--- src/rtl/wb_port_arbiter.sv ---
// wb_port_arbiter: shares the single register-file write port between the
// ALU result (A) and the memory-load result (B). Grants are combinational
// (one per cycle, round-robin on contention); the register-file write is
// registered with one cycle of latency.
// Optional feature macro: WB_PORT_ARBITER_COLLIDE_CNT_EN adds a saturating
// 16-bit contention counter on port collide_cnt.
module wb_port_arbiter #(
    parameter int DATA_W  = 32,
    parameter int ADDR_W  = 5,
    parameter bit B_FIRST = 1'b1
) (
    input  logic              clk,
    input  logic              rst_n,
    input  logic              a_valid,
    output logic              a_ready,
    input  logic [ADDR_W-1:0] a_dst,
    input  logic [DATA_W-1:0] a_data,
    input  logic              b_valid,
    output logic              b_ready,
    input  logic [ADDR_W-1:0] b_dst,
    input  logic [DATA_W-1:0] b_data,
    input  logic              rf_busy,
    output logic              wr_en,
    output logic [ADDR_W-1:0] wr_addr,
    output logic [DATA_W-1:0] wr_data,
    output logic              mux_sel
`ifdef WB_PORT_ARBITER_COLLIDE_CNT_EN
    ,
    output logic [15:0]       collide_cnt
`endif
);

    // Round-robin pointer states: which side wins the next contention.
    localparam logic PREF_A = 1'b0;
    localparam logic PREF_B = 1'b1;

    logic              rr_ptr_q,  rr_ptr_d;
    logic              wr_en_q,   wr_en_d;
    logic [ADDR_W-1:0] wr_addr_q, wr_addr_d;
    logic [DATA_W-1:0] wr_data_q, wr_data_d;
    logic              mux_sel_q, mux_sel_d;

    logic              contend;
    logic              grant_a;
    logic              grant_b;
    logic [ADDR_W-1:0] sel_dst;
    logic [DATA_W-1:0] sel_data;

    // Grant decision: nothing while busy or in reset, otherwise the lone
    // requester or, on contention, the side named by the pointer.
    always_comb begin
        contend = a_valid & b_valid & ~rf_busy;
        grant_a = rst_n & ~rf_busy & a_valid & (~b_valid | (rr_ptr_q == PREF_A));
        grant_b = rst_n & ~rf_busy & b_valid & (~a_valid | (rr_ptr_q == PREF_B));
    end

    assign a_ready = grant_a;
    assign b_ready = grant_b;

    // Next-state for the write registers and pointer; a $0 write is accepted
    // and moves the mux select but never raises the write enable.
    always_comb begin
        sel_dst   = grant_b ? b_dst  : a_dst;
        sel_data  = grant_b ? b_data : a_data;
        wr_en_d   = 1'b0;
        wr_addr_d = wr_addr_q;
        wr_data_d = wr_data_q;
        mux_sel_d = mux_sel_q;
        rr_ptr_d  = rr_ptr_q;
        if (grant_a || grant_b) begin
            wr_en_d   = (sel_dst != '0);
            wr_addr_d = sel_dst;
            wr_data_d = sel_data;
            mux_sel_d = grant_b;
        end
        if (contend) begin
            rr_ptr_d = grant_b ? PREF_A : PREF_B;
        end
    end

    // State registers with synchronous active-low reset.
    always_ff @(posedge clk) begin
        if (!rst_n) begin
            rr_ptr_q  <= B_FIRST;
            wr_en_q   <= 1'b0;
            wr_addr_q <= '0;
            wr_data_q <= '0;
            mux_sel_q <= 1'b0;
        end else begin
            rr_ptr_q  <= rr_ptr_d;
            wr_en_q   <= wr_en_d;
            wr_addr_q <= wr_addr_d;
            wr_data_q <= wr_data_d;
            mux_sel_q <= mux_sel_d;
        end
    end

    assign wr_en   = wr_en_q;
    assign wr_addr = wr_addr_q;
    assign wr_data = wr_data_q;
    assign mux_sel = mux_sel_q;

`ifdef WB_PORT_ARBITER_COLLIDE_CNT_EN
    logic [15:0] collide_cnt_q, collide_cnt_d;

    // Saturating count of contended cycles.
    always_comb begin
        collide_cnt_d = collide_cnt_q;
        if (contend && (collide_cnt_q != 16'hFFFF)) begin
            collide_cnt_d = collide_cnt_q + 16'd1;
        end
    end

    // Counter register with synchronous active-low reset.
    always_ff @(posedge clk) begin
        if (!rst_n) begin
            collide_cnt_q <= 16'd0;
        end else begin
            collide_cnt_q <= collide_cnt_d;
        end
    end

    assign collide_cnt = collide_cnt_q;
`endif

endmodule

--- config.mk ---
export PLATFORM = sky130hd
export DESIGN_NAME = wb_port_arbiter
export DESIGN_NICKNAME = d
export VERILOG_FILES = /design/src/rtl/wb_port_arbiter.sv
export SDC_FILE = /design/constraint.sdc
export NUM_CORES = 1
export LEC_CHECK = 0
export ABC_CLOCK_PERIOD_IN_PS = 1300
export BUFFER_PORTS_ARGS = -buffer_cell sky130_fd_sc_hd__buf_2
export CAP_MARGIN = 20
export CORE_MARGIN = 2
export CORE_UTILIZATION = 40
export DETAILED_ROUTE_END_ITERATION = 10
export PLACE_DENSITY = 0.86
export SLEW_MARGIN = 25
export SYNTH_ARGS = -nofsm -noshare
export SYNTH_HDL_FRONTEND = slang
export SYNTH_SLANG_ARGS = --single-unit
--- constraint.sdc ---
create_clock -name clk -period 1.3 [get_ports clk]
set_clock_uncertainty 0.1 [all_clocks]
set_input_delay 0.13 -clock clk [delete_from_list [all_inputs] [get_ports clk]]
set_output_delay 0.13 -clock clk [all_outputs]
set_load 0.01 [all_outputs]
==> results.md <==
Setup path:
- Traced cell by cell, the critical path runs through and2_4 > buf_12 > nor3_4 > buf_2.
- The worst register-to-register path ends at wr_data[15]$_SDFFE_PN0P_.
- The classification of the worst setup path is reg -> out.
- Data on the critical path is required at its endpoint by about 1100 ps.
- The worst register-to-register path begins at rr_ptr_q$_SDFFE_PN1P_.
- The largest single stage delay on the critical path is 350 ps.
- The depth of the worst register-to-register path is 5.
- The element type at the critical path start is a flip-flop.
- STA puts the critical path data arrival time at about 1200 ps.
- The type of element capturing the critical path is an output port.
- Among all stages on the critical path, the largest delay is contributed by dfxtp_4.
- The largest fanout of any net on the critical path is 3.
- The reg-to-reg setup timing slack is -120 ps.

Yosys:
- The sequential cell area fraction in the yosys report is 37.08%.
- In the synthesized netlist the dominant register cell turns out to be dfxtp_1.
- The XOR/XNOR share of the synthesized area is less than 1%.
- The number of enable flip-flop cells after synthesis is 0.
- The yosys synthesis warning count is 0.
- After synthesis, the most frequently instantiated cells are 75 x o31ai_1, 40 x dfxtp_1, 37 x a31oi_1, 37 x nand4_1, 19 x buf_2.
- The area share of fa/ha/maj cells after synthesis is 0%.
- Summed over its instances, the top area cell type makes up 37.08% of the synthesized netlist area.
- The number of synthesized register bits is 40.
- The most common cell in the synthesized netlist is o31ai_1.
- The cell area after synthesis is about 0.0022 mm^2.
- The share of flip-flops with an asynchronous set or reset is 0%.
- The basic-gate share of the synthesized area counting and, or, nand and nor cells is between 10% and 20%.
- Dividing the synthesized area by the synthesized cell count gives 8.638 um^2.
- Synthesis produced between 200 and 300 cells.
- The most area-hungry cell type in the Yosys netlist is dfxtp_1.
- The complex-gate fraction of the synthesized area is between 30% and 40%.
- The synthesized netlist contains 22 unique library cells.
- The number of nets handed over by synthesis was around 330.
- Of the post-synthesis cell area, the part taken by muxes is 0%.
- In the post-synthesis netlist, the biggest area contributors are dfxtp_1 37%, o31ai_1 26%, a31oi_1 11%.
- The dominant combinational cell family by area after synthesis is compound AO/OA/AOI/OAI gates.

Global routing:
- The largest net degree at the start of global routing is 40.
- The first global-routing pass estimated between 10000 and 15000 um of wire.
- The overall track demand over capacity in global routing is between 20% and 30%.
- The number of global-route vias before repair is between 2000 and 3000.
- The initial antenna violation count came to 0.
- Global routing finished with a remaining overflow of 0.

Worst hold path:
- The worst hold path terminates at wr_en$_SDFF_PN0_.
- The startpoint of the most critical hold path is b_dst[2].
- The classification of the worst-slack hold path is in -> reg.
- Counting instances, the worst hold path has a depth of 3.

Timing:
- The final-report max-slew violation count is 0.
- The tightest slew margin relative to the limit is a little over half.
- The final critical path time including I/O delays and setup is about 1400 ps.
- The worst setup margin is -146.7 ps.
- Setup violations remaining at the end of the flow were counted as 36.
- Summed over all failing endpoints, the final setup total negative slack is -1952 ps.
- The maximum achievable frequency is approximately 0.7 GHz.
- Setup repair after global routing could not meet its margin everywhere.
- The worst hold slack after final layout is 3.874 ps.
- The post-route clock period utilization is 111.3%.
- The final count of hold timing violations came to 0.
- At the pin with the least slew margin, the transition time is ~700 ps.

CTS:
- TritonCTS built the clock tree.
- For the worst-skew pair, the clock arrives at the later sink with an insertion delay of 290 ps.
- The tree built by TritonCTS fans out to 40 sinks.
- Clock-pin slew was measured on the worst setup and hold paths at around 80 ps.
- The tree is rooted in a clkbuf_8.
- Counting the buffers created by CTS gives 5.
- The depth of the CTS H-tree is 2.
- The maximum clock insertion buffer count is 2.

Cells and area:
- The number of inserted filler cells in the final layout is around 460.
- The area growth from synthesis to layout is 48.49%.
- The final core area utilization is roughly three fifths.
- The antenna diode count is 0.
- The layout cell share with drive strength beyond 1 is between 40% and 50%.
- At the end of the flow, the number of nets in the layout was around 450.

Route:
- The first routing iteration left 237 violations.
- The number of vias after detailed routing is 2747.
- After detailed routing, the number of remaining DRC violations is 0.
- The count of nets left with antenna violations after detail routing is 0.
- The number of search-and-repair iterations in the first detailed-routing pass is 5.
- For this block, the routed nets add up to about 8000 um of wire.
- Dividing the detail-routed wire length by the instance count gives 18.13 um.
- The via density per instance is a little over 6.

Flow run:
- The total of max-cap violations is 0.

Pwr:
- Power spread over the standard cell area amounts to 928.9 mW/mm^2.
- The worst-case IR drop observed on VDD is about 460 uV.
- The leakage component of the power is between 1 and 1.5 nW.
- Power comes to ~3.0 mW.

Run status:
- The flow ran to the end, but the final reports show violations.
- The checks that failed: negative setup slack.

Floorplanning:
- The area enclosed by the die boundary is about 0.006 mm^2.
- The die is slightly below 80 um tall.
- Once the floorplan was initialized, standard cells occupied between 40% and 50% of the core.
- The horizontal die dimension is 77.48 um.
- The number of placement rows is 26.
- The count of pins on the block boundary is 120.
- The core area is slightly above 0.005 mm^2.

Placement:
- The number of input and output port buffers inserted is 119.
- The pre-CTS worst setup slack is -51.48 ps.
- The HPWL after detailed placement is just under 5000 um.
- The congestion estimate from routability-driven global placement came to 0.8111.
==> per-stage QoR <==
step	instance area (um^2)	cells
after global placement	2838	419
after CTS	3211	441
final	3207	441
after floorplan	2165	250
after global routing	3207	441
after detailed placement	2838	419
==> metal layers <==
layer | part of all wire, % | GRT usage, %
met5 | 0 | 0
met2 | 47 | 44.52
met1 | 41 | 33.48
met4 | 1.0 | 6.071
met3 | 11 | 7.558
==> placed cells by master (no fill, tap or decap), drive strengths merged <==
cell         synthesis  layout
nand4               37      37
xor2                 1       1
nand3b               1       1
clkbuf              11       8
o31ai               75      75
nand3                1       1
bufbuf               0       2
o2bb2ai              1       1
nand2                3       3
buf                 28     149
dfxtp               40      40
a31oi               37      37
or4                  1       1
nor3                 2       2
dlygate4sd3          0       1
nor2                 2       2
and2                 1       1
nand2b               3       3
nor2b                3       3
a21boi               1       1
inv                  2       2
==> worst max path at each step <==
stage                          startpoint  cells after the start                        to  slack [ps]
finish              rr_ptr_q$_SDFFE_PN1P_                      4                   a_ready        -150
global placement    rr_ptr_q$_SDFFE_PN1P_                      4   wr_data[2]$_SDFFE_PN0P_          20
floorplan           rr_ptr_q$_SDFFE_PN1P_                      5  wr_data[10]$_SDFFE_PN0P_        0.04
detailed placement                a_valid                      4  wr_data[26]$_SDFFE_PN0P_         -50
global route        rr_ptr_q$_SDFFE_PN1P_                      4                   a_ready        -190
CTS                 rr_ptr_q$_SDFFE_PN1P_                      4                   a_ready        -140
==> area by class of cell <==
type | count | area [um^2] | share of cell area (%)
tap | 70 | 87.58 | 2.731
multi-input combinational | 169 | 1207 | 37.65
clock buffer | 8 | 90.09 | 2.809
timing repair buffer | 152 | 1010 | 31.49
inverter | 2 | 7.507 | 0.2341
sequential | 40 | 804.5 | 25.09
==> flip-flops by register name (all words and copies together) (netlist names) <==
| register | cells |
|---|---|
| rr_ptr_q | 1 |
| mux_sel | 1 |
| wr_addr | 5 |
| wr_en | 1 |
| wr_data | 32 |
==> kinds of logic after synthesis <==
logic type,count (synthesis)
AO/OA/AOI/OAI,114
XOR/XNOR,1
buffers and inverters,41
flip-flops,40
AND/OR/NAND/NOR,54
==> critical path: cells and delay by family (launching register included) <==
kind,cells,cell delay (ps)
flops,1,350
buf+inv,2,290
simple gates,2,280
==> power by group <==
group	total, mW	internal [mW]	switching, mW
logic	0.785	0.360	0.425
clock network	0.851	0.433	0.418
registers	1.34	1.30	0.0419
==> timing repair <==
item / in CTS / in global routing
buffers inserted: 9 / 1
pin swaps: 4 / 0
endpoints found under the setup margin: 33 / 41
endpoints found under the hold margin: 1 / 0
resized for setup: 20 / 4
hold buffers: 1 / 0
gates cloned: 4 / 0
Power figures use the tool's default switching activity.
